==> config.mk <==
export PLATFORM = sky130hd
export DESIGN_NAME = sm3_pad_core
export DESIGN_NICKNAME = d
export VERILOG_FILES = /design/src/rtl/sm3_pkg.sv /design/src/rtl/sm3_pad_byte_mrg.sv /design/src/rtl/sm3_pad_core.sv
export SDC_FILE = /design/constraint.sdc
export NUM_CORES = 1
export LEC_CHECK = 0
export BUFFER_PORTS_ARGS = -buffer_cell sky130_fd_sc_hd__buf_2
export CAP_MARGIN = 10
export CORE_MARGIN = 2
export CORE_UTILIZATION = 50
export DETAILED_ROUTE_END_ITERATION = 7
export GPL_ROUTABILITY_DRIVEN = 0
export PLACE_DENSITY = 0.78
export REMOVE_ABC_BUFFERS = 1
export SKIP_LAST_GASP = 1
export SYNTH_ARGS = -nofsm -noshare
export SYNTH_HDL_FRONTEND = slang
export SYNTH_SLANG_ARGS = --single-unit
==> constraint.sdc <==
create_clock -name clk -period 3.6 [get_ports clk]
set_input_delay 0.54 -clock clk [delete_from_list [all_inputs] [get_ports clk]]
set_output_delay 0.54 -clock clk [all_outputs]
set_load 0.02 [all_outputs]
==> src/rtl/sm3_pkg.sv <==
// Shared SM3 constants and the message-padding FSM state type.
package sm3_pkg;

  localparam int unsigned SM3_BLK_BITS = 512;
  localparam int unsigned SM3_LEN_BITS = 64;
  localparam logic [7:0]  SM3_PAD_MARK = 8'h80;

  typedef enum logic [2:0] {IDLE, DATA, ONE, ZERO, LEN} pad_state_e;

endpackage

==> src/rtl/sm3_pad_byte_mrg.sv <==
// Merges a last message word with its 0x80 marker: keeps the leading run of valid bytes,
// places the marker after it and zeroes the rest. Contiguity flag only with SM3_PAD_PROT_CHK_EN.
module sm3_pad_byte_mrg
  import sm3_pkg::*;
#(
  parameter int unsigned DW = 32,
  localparam int unsigned NB = DW / 8,
  localparam int unsigned CW = $clog2(NB + 1)
) (
  input  logic [DW-1:0] i_d,
  input  logic [NB-1:0] i_byte_vld,
  input  logic          i_lst,
`ifdef SM3_PAD_PROT_CHK_EN
  output logic          o_contig,
`endif
  output logic [DW-1:0] o_d,
  output logic [CW-1:0] o_nbytes
);

  logic          w_run;
  logic [DW-1:0] w_pad;

  // Byte count stops at the first invalid byte, which is where the marker goes.
  always_comb begin
    w_pad    = '0;
    o_nbytes = '0;
    w_run    = 1'b1;
    for (int b = 0; b < NB; b++) begin
      if (w_run && i_byte_vld[NB-1-b]) begin
        w_pad[DW-1-8*b -: 8] = i_d[DW-1-8*b -: 8];
        o_nbytes = o_nbytes + CW'(1);
      end else if (w_run) begin
        w_pad[DW-1-8*b -: 8] = SM3_PAD_MARK;
        w_run = 1'b0;
      end
    end
  end

  assign o_d = i_lst ? w_pad : i_d;

`ifdef SM3_PAD_PROT_CHK_EN
  logic [NB-1:0] w_mask;

  always_comb begin
    w_mask = '0;
    for (int b = 0; b < NB; b++) begin
      w_mask[NB-1-b] = (b < int'(o_nbytes));
    end
  end

  assign o_contig = (w_mask == i_byte_vld);
`endif

endmodule

==> src/rtl/sm3_pad_core.sv <==
// SM3 padding stage: appends 0x80, zero fill and 64-bit bit length, emitting 512-bit blocks
// as DW-bit words. Define SM3_PAD_PROT_CHK_EN to add the sticky pad_err_o byte_vld checker.
module sm3_pad_core
  import sm3_pkg::*;
#(
  parameter int unsigned DW = 32
) (
  input  logic            clk,
  input  logic            rst_n,
  input  logic [DW-1:0]   msg_inpt_d_i,
  input  logic [DW/8-1:0] msg_inpt_byte_vld_i,
  input  logic            msg_inpt_vld_i,
  input  logic            msg_inpt_lst_i,
  output logic            msg_inpt_rdy_o,
  output logic [DW-1:0]   pad_otpt_d_o,
  output logic            pad_otpt_vld_o,
  output logic            pad_otpt_lst_o,
`ifdef SM3_PAD_PROT_CHK_EN
  output logic            pad_err_o,
`endif
  input  logic            pad_otpt_ena_i
);

  localparam int unsigned NB  = DW / 8;
  localparam int unsigned CW  = $clog2(NB + 1);
  localparam int unsigned WPB = SM3_BLK_BITS / DW;
  localparam int unsigned LW  = SM3_LEN_BITS / DW;
  localparam int unsigned WCW = $clog2(WPB);
  localparam logic [WCW-1:0] PRE_LEN  = WCW'(WPB - LW - 1);
  localparam logic [WCW-1:0] LAST_POS = WCW'(WPB - 1);

  pad_state_e    r_state, w_state_nxt;
  logic [WCW-1:0] r_wcnt;
  logic [63:0]   r_len;
  logic [DW-1:0] r_d;
  logic          r_vld, r_lst;

  logic          w_stall, w_acc, w_emit, w_lst;
  logic [DW-1:0] w_d, w_mrg_d;
  logic [CW-1:0] w_nbytes;
  logic [63:0]   w_len_add;
`ifdef SM3_PAD_PROT_CHK_EN
  logic          w_contig;
`endif

  sm3_pad_byte_mrg #(
    .DW (DW)
  ) u_mrg (
    .i_d        (msg_inpt_d_i),
    .i_byte_vld (msg_inpt_byte_vld_i),
    .i_lst      (msg_inpt_lst_i),
`ifdef SM3_PAD_PROT_CHK_EN
    .o_contig   (w_contig),
`endif
    .o_d        (w_mrg_d),
    .o_nbytes   (w_nbytes)
  );

  assign w_stall        = r_vld & ~pad_otpt_ena_i;
  assign msg_inpt_rdy_o = ((r_state == IDLE) || (r_state == DATA)) && !w_stall;
  assign w_acc          = msg_inpt_vld_i & msg_inpt_rdy_o;

  always_ff @(posedge clk or negedge rst_n) begin
    if (!rst_n) r_state <= IDLE;
    else        r_state <= w_state_nxt;
  end

  // r_wcnt is the block position of the word being generated this cycle.
  always_comb begin
    w_state_nxt = r_state;
    if (!w_stall) begin
      unique case (r_state)
        IDLE, DATA: begin
          if (w_acc) begin
            if (!msg_inpt_lst_i)           w_state_nxt = DATA;
            else if (w_nbytes == CW'(NB))  w_state_nxt = ONE;
            else                           w_state_nxt = (r_wcnt == PRE_LEN) ? LEN : ZERO;
          end
        end
        ONE:     w_state_nxt = (r_wcnt == PRE_LEN) ? LEN : ZERO;
        ZERO:    if (r_wcnt == PRE_LEN) w_state_nxt = LEN;
        LEN:     if (r_wcnt == LAST_POS) w_state_nxt = IDLE;
        default: w_state_nxt = IDLE;
      endcase
    end
  end

  always_comb begin
    w_emit    = 1'b0;
    w_d       = '0;
    w_lst     = 1'b0;
    w_len_add = '0;
    unique case (r_state)
      IDLE, DATA: begin
        if (w_acc) begin
          w_emit    = 1'b1;
          w_d       = w_mrg_d;
          w_len_add = msg_inpt_lst_i ? (64'(w_nbytes) << 3) : 64'(DW);
        end
      end
      ONE: begin
        w_emit = 1'b1;
        w_d    = {SM3_PAD_MARK, {(DW-8){1'b0}}};
      end
      ZERO:    w_emit = 1'b1;
      LEN: begin
        w_emit = 1'b1;
        w_lst  = (r_wcnt == LAST_POS);
        w_d    = (r_wcnt == LAST_POS) ? DW'(r_len) : DW'(r_len >> DW);
      end
      default: w_emit = 1'b0;
    endcase
  end

  always_ff @(posedge clk or negedge rst_n) begin
    if (!rst_n) begin
      r_vld  <= 1'b0;
      r_d    <= '0;
      r_lst  <= 1'b0;
      r_wcnt <= '0;
      r_len  <= '0;
    end else if (!w_stall) begin
      r_vld <= w_emit;
      r_d   <= w_d;
      r_lst <= w_lst;
      if (w_emit) r_wcnt <= r_wcnt + WCW'(1);
      if (w_lst)  r_len  <= '0;
      else        r_len  <= r_len + w_len_add;
    end
  end

  assign pad_otpt_d_o   = r_d;
  assign pad_otpt_vld_o = r_vld;
  assign pad_otpt_lst_o = r_lst;

`ifdef SM3_PAD_PROT_CHK_EN
  logic r_err;

  always_ff @(posedge clk or negedge rst_n) begin
    if (!rst_n) begin
      r_err <= 1'b0;
    end else if (w_acc && (!w_contig || (!msg_inpt_lst_i && !(&msg_inpt_byte_vld_i)))) begin
      r_err <= 1'b1;
    end
  end

  assign pad_err_o = r_err;
`endif

endmodule
After elaboration in Yosys (flattened, before gate mapping) --
Index checks and enable logic that the tools add are counted.
Word-level totals: register bits after elaboration 105, logic and storage cells 68, bits of input ports 41, output and inout port bits 35
Operators by class: equal/unequal tests 10, mux-type cells 32, bitwise operators 4, $add $sub $neg 5, reductions and logical operators 11
Operators by type and width (number):
- 2-to-1 mux 32 bit | 3
- case mux 32 bit (3 select lines) | 1
- adder 64 bit | 1
- 2-to-1 mux 64 bit | 1
- 2-to-1 mux 8 bit | 7
- 2-to-1 mux 3 bit | 9
- 2-to-1 mux 6 bit | 3
- case mux 3 bit (4 select lines) | 1
- adder 3 x 1 -> 3 bit, second input constant | 3
- equality test 4 bit, second input constant | 2
- equality test 3 x 2 -> 1 bit, second input constant | 2
- equality test 3 bit, second input constant | 2
- 2-to-1 mux 1 bit | 6
- inequality test 2 bit, second input constant | 3
- adder 4 x 1 -> 4 bit, second input constant | 1
- logical AND 1 bit | 4
- AND reduction 4 bit | 1
- equality test 3 x 1 -> 1 bit, second input constant | 1
- logical NOT 3 bit | 1
- OR reduction 3 bit | 1
- bitwise AND 1 bit | 2
- NOT 1 bit | 2
- case mux 1 bit (2 select lines) | 1
- AND reduction 2 bit | 1
- 3 further kinds | 3

Longest topological paths before layout --
depth after elaboration 12, depth in mapped cells 16, gate-level depth less buffers 12

Hierarchy --
Synthesis repeated with hierarchy kept, for this count alone.
Second synthesis, totals: cells, all modules 636, area total of the unflattened synthesis 5759.3 µm²
By module, submodules not included:
- sm3_pad_core | times used 1, area an instance 5413.9 µm², cells an instance 584, seq. area each 2552.4 µm²
- sm3_pad_byte_mrg | times used 1, area an instance 345.3 µm², cells an instance 52, seq. area each 0.0 µm²

Worst setup path before layout --
Ideal clock, no wire load.
kind input to register, from in msg_inpt_byte_vld_i[1], to reg r_len[54], stages on the path 12, arrival time 3033 ps, buffers on the path 1, path slack 489 ps, setup time 78 ps, data required time 3522 ps, cells stage by stage inv_1 > a21boi_0 > ha_1 > o2111ai_1 > inv_1 > ha_1 > nand3_1 > a211oi_2 > nand4_2 > buf_2 > or4_1 > a21oi_1
Between the ends: cells in the longest elaborated chain, start to end 9, elaborated cells on any way between the ends 11, those cells by class add/sub (2); mux (7); reduce/logical (2)
Ends and longest elaborated chain:
- start, declared | line sm3_pad_core.sv:11 | input logic [DW/8-1:0] msg_inpt_byte_vld_i,
- logical AND 1 bit * | line sm3_pad_byte_mrg.sv:29 | if (w_run && i_byte_vld[NB-1-b]) begin
- 2-to-1 mux 3 bit / 2-to-1 mux 1 bit (equally long branches) | line sm3_pad_byte_mrg.sv:29
- adder 3 x 1 -> 3 bit / logical AND 1 bit (equally long branches) | line sm3_pad_byte_mrg.sv:31, sm3_pad_byte_mrg.sv:29
- 2-to-1 mux 3 bit * | line sm3_pad_byte_mrg.sv:29
- 2-to-1 mux 6 bit * | line sm3_pad_core.sv:98 | w_len_add = msg_inpt_lst_i ? (64'(w_nbytes) << 3) : 64'(DW);
- 2-to-1 mux 6 bit * | line sm3_pad_core.sv:95 | if (w_acc) begin
- 2-to-1 mux 6 bit * | line sm3_pad_core.sv:93 | unique case (r_state)
- adder 64 bit * | line sm3_pad_core.sv:128 | else r_len <= r_len + w_len_add;
- 2-to-1 mux 64 bit * | line sm3_pad_core.sv:127 | if (w_lst) r_len <= '0;
- end signal, assigned | line sm3_pad_core.sv:128
- end, declared | line sm3_pad_core.sv:34 | logic [63:0] r_len;
Mark *: on every way between the ends. The rest lies on a longest branch, timed or not. A chain may end at the register's enable or synchronous reset.

Worst setup path after layout --
from reg r_state[1], to reg r_len[57]
Between the ends: cells in the longest elaborated chain, start to end 8, elaborated cells on any way between the ends 12, those cells by class add/sub (1); eq/ne (2); mux (4); bitwise (1); reduce/logical (4)
Ends and longest elaborated chain:
- start, declared | line sm3_pad_core.sv:32 | pad_state_e r_state, w_state_nxt;
- start signal, assigned | line sm3_pad_core.sv:65 | else r_state <= w_state_nxt;
- equality test 3 x 1 -> 1 bit / logical NOT 3 bit (equally long branches) | line sm3_pad_core.sv:60, sm3_pad_core.sv:93
- logical OR 1 bit | line sm3_pad_core.sv:60 | assign msg_inpt_rdy_o = ((r_state == IDLE) || (r_state == DATA)) && !w_stall;
- logical AND 1 bit | line sm3_pad_core.sv:60
- bitwise AND 1 bit | line sm3_pad_core.sv:61 | assign w_acc = msg_inpt_vld_i & msg_inpt_rdy_o;
- 2-to-1 mux 6 bit | line sm3_pad_core.sv:95
- 2-to-1 mux 6 bit | line sm3_pad_core.sv:93
- adder 64 bit | line sm3_pad_core.sv:128
- 2-to-1 mux 64 bit * | line sm3_pad_core.sv:127
Marks and branches as above.

==> qor.yml <==
die-area_um2: 12100
post_cts_buffers: 0
worstPathMaxFanout: 22
cts_buffers: 9
antenna_found_initial: 0
cts.sinks: 102
cts_tree: "done"
antenna_left: 0
synth_edf_count: 0
cp.arrival_ps: 3540
root_buffer: "clkbuf_8"
fin_cells: 815
grt_pass1_wl_mm: 25.0
cts.clk_slew.worst_paths_ps: 110
path_cells: "nor2_1, nand3_1, inv_1, and4_1, ha_1, inv_1, fa_1, nor2b_1, o21a_1, nand4_4, or4_1, a21oi_1"
drv_slew: 0
power.total_uw: 3020
hold_buffers: 0
gr-usage-met3_pct: 4.45
fin_crit_ps: 3240
cp_common_cell: "inv_1"
maxCapViolCount: 0
wire_per_inst_um: 19.1
yosys_warnings: 0
firstDrtPassIters: 8
finalWirelength_mm: 15.6
drtIter0Drc: 567
clockBufferDepth: 2
dieWidth_um: 110
syn_inst: 608
ios: 76
yosys-top-cells-area: "dfrtp_1 (46%), o21ai_0 (5.4%), a222oi_1 (5.0%)"
cts_max_level: 3
crit_family: "simple AND/OR/NAND/NOR gates"
grt-ovfl-total: 0
ir_drop_uv: 288
port-buffer-count: 75
synth_top_area_cell: "dfrtp_1"
nets: 718
relSlewSlack_pct: 41.7
cp.required_ps: 3890
dp_cells: 799
async_flop_share_pct: 100
routed_via_density: 6.53
report.final.setup_viol: 0
rsz0062_at_grt: "false"
dpl.hpwl_mm: 10.7
hold_violations: 0
clk_latency_ps: 380
diodes: 0
worst-path-buf-inv: 2
vias: 5321
cpPeakStageDelay_ps: 610
ys_ff_latch: 102
criticalPathCategory: "reg2reg"
crit_path_start_kind: "flop"
period_share_pct: 90.1
grt_pass1_vias: 4946
start_util_pct: 51.5
top_usage_layer: "met2"
drc: 0
ys.flop_type: "dfrtp_1"
mappedNetlistArea_um2: 5600
die_h_um: 110
use_met1_pct: 36.9
worst-slew-pin-transition_ps: 875
ys_seq_area_share_pct: 45.6
cts-resized-gates: 0
hp-class: "in2async"
gr-usage-met2_pct: 42.3
yosysTopAreaCellShare_pct: 45.6
critical_path.slowest_cell: "or4_1"
avgSynthCellArea_um2: 9.22
p_leak_uw: 0.00281
finClkSkew_ps: 18.4
p_per_area_nw_per_um2: 479
synthToLayoutAreaGrowth_pct: 12.5
synth.distinct_cells: 56
fmax_ghz: 0.308
layout-drive-gt1-share_pct: 18.5
grt_max_degree: 62
core_area_um2: 10900
status: "finished clean"
num_rows: 38
end_kind: "flop"
grt_usage_pct: 26.9
-- Yosys cell counts (10+ instances only) --
master and number:
a21oi_1 35, a222oi_1 28, and3_1 10, clkbuf_1 27, dfrtp_1 102, inv_1 12
nand2_1 73, nand3_1 31, nand4_1 26, nor2_1 39, o21ai_0 61, o31ai_1 14
or3_1 16, or4_1 14, xnor2_1 11, xor2_1 14
-- registers in the layout, summed over array words and instances (netlist names) --
name,count
pad_otpt_vld_o,1
r_wcnt,4
r_len,61
pad_otpt_lst_o,1
pad_otpt_d_o,32
r_state,3
-- path summary, 6_finish.rpt --
check	depth (start not counted)	endpoint	from	slack, ps
setup / recovery	12	r_len[57]	r_state[1]	360
hold / removal	1	pad_otpt_d_o[29]	rst_n	240
setup reg to reg	12	r_len[57]	r_state[1]	360
hold reg to reg	2	pad_otpt_d_o[5]	pad_otpt_d_o[5]	480
max in group asynchronous	2	r_len[3]	rst_n	2510
min in group clk	3	pad_otpt_d_o[29]	msg_inpt_d_i[29]	460
-- area by class of cell --
| class | instances | area, µm² |
|---|---|---|
| Clock inverter | 6 | 72.6 |
| Sequential cell | 102 | 2550 |
| Inverter | 12 | 45.0 |
| Fill cell | 951 | 4580 |
| Tap cell | 140 | 175 |
| Timing Repair Buffer | 88 | 475 |
| Multi-Input combinational cell | 457 | 2850 |
| Clock buffer | 10 | 138 |
-- where the power goes --
group          leakage, µW  switching, µW  internal (µW)  total [µW]
logic              0.00131            537            280         817
clock network     0.000110            430            352         783
registers          0.00139            147           1270        1420
total              0.00281           1110           1910        3020
-- metrics by stage --
stage / utilization (%) / cell area [µm²] / hold slack, ps / setup WS [ps] / setup TNS (ps)
4_1_cts: 57.9 / 6300 / 260 / 414 / 0
5_1_grt: 57.9 / 6300 / 293 / 119 / 0
6_report: 57.9 / 6300 / 236 / 357 / 0
2_1_floorplan: - / 5420 / 244 / -240 / -10170
3_3_place_gp: 56.0 / 6090 / 457 / 303 / 0
3_5_place_dp: 56.0 / 6090 / 466 / 126 / 0
-- layer usage --
| layer | up-vias | part of all wire (%) |
|---|---|---|
| li1 | 2423 | - |
| met1 | 2574 | 41 |
| met2 | 293 | 47 |
| met3 | 31 | 9.0 |
| met4 | 0 | 2.6 |
| met5 | - | 0 |
-- worst register-to-register path, stage by stage, from the launching register on --
cell	delay [ps]
dfrtp_1	520
nor2_1	140
nand3_1	100
inv_1	80
and4_1	180
ha_1	160
inv_1	60
fa_1	380
nor2b_1	150
o21a_1	270
nand4_4	320
or4_1	620
a21oi_1	180
-- cell usage in the layout (no fill, tap or decap), types with 14 or more instances in the layout --
cell type  instances
dfrtp_1          102
buf_2             74
nand2_1           73
o21ai_0           60
nor2_1            38
a21oi_1           35
nand3_1           31
a222oi_1          28
nand4_1           26
or3_1             16
or4_1             14
xor2_1            14
o31ai_1           14
buf_4             14
-- cells by family after synthesis --
logic type               Yosys count  share of synthesized area [%]
buffers and inverters             49                           4.02
multiplexers                       2                          0.357
flip-flops                       102                           45.6
adder cells (fa/ha/maj)            7                           1.70
AO/OA/AOI/OAI                    165                           19.4
XOR/XNOR                          25                           3.91
AND/OR/NAND/NOR                  258                           25.1
No activity file was read; power rests on OpenSTA's default activity.
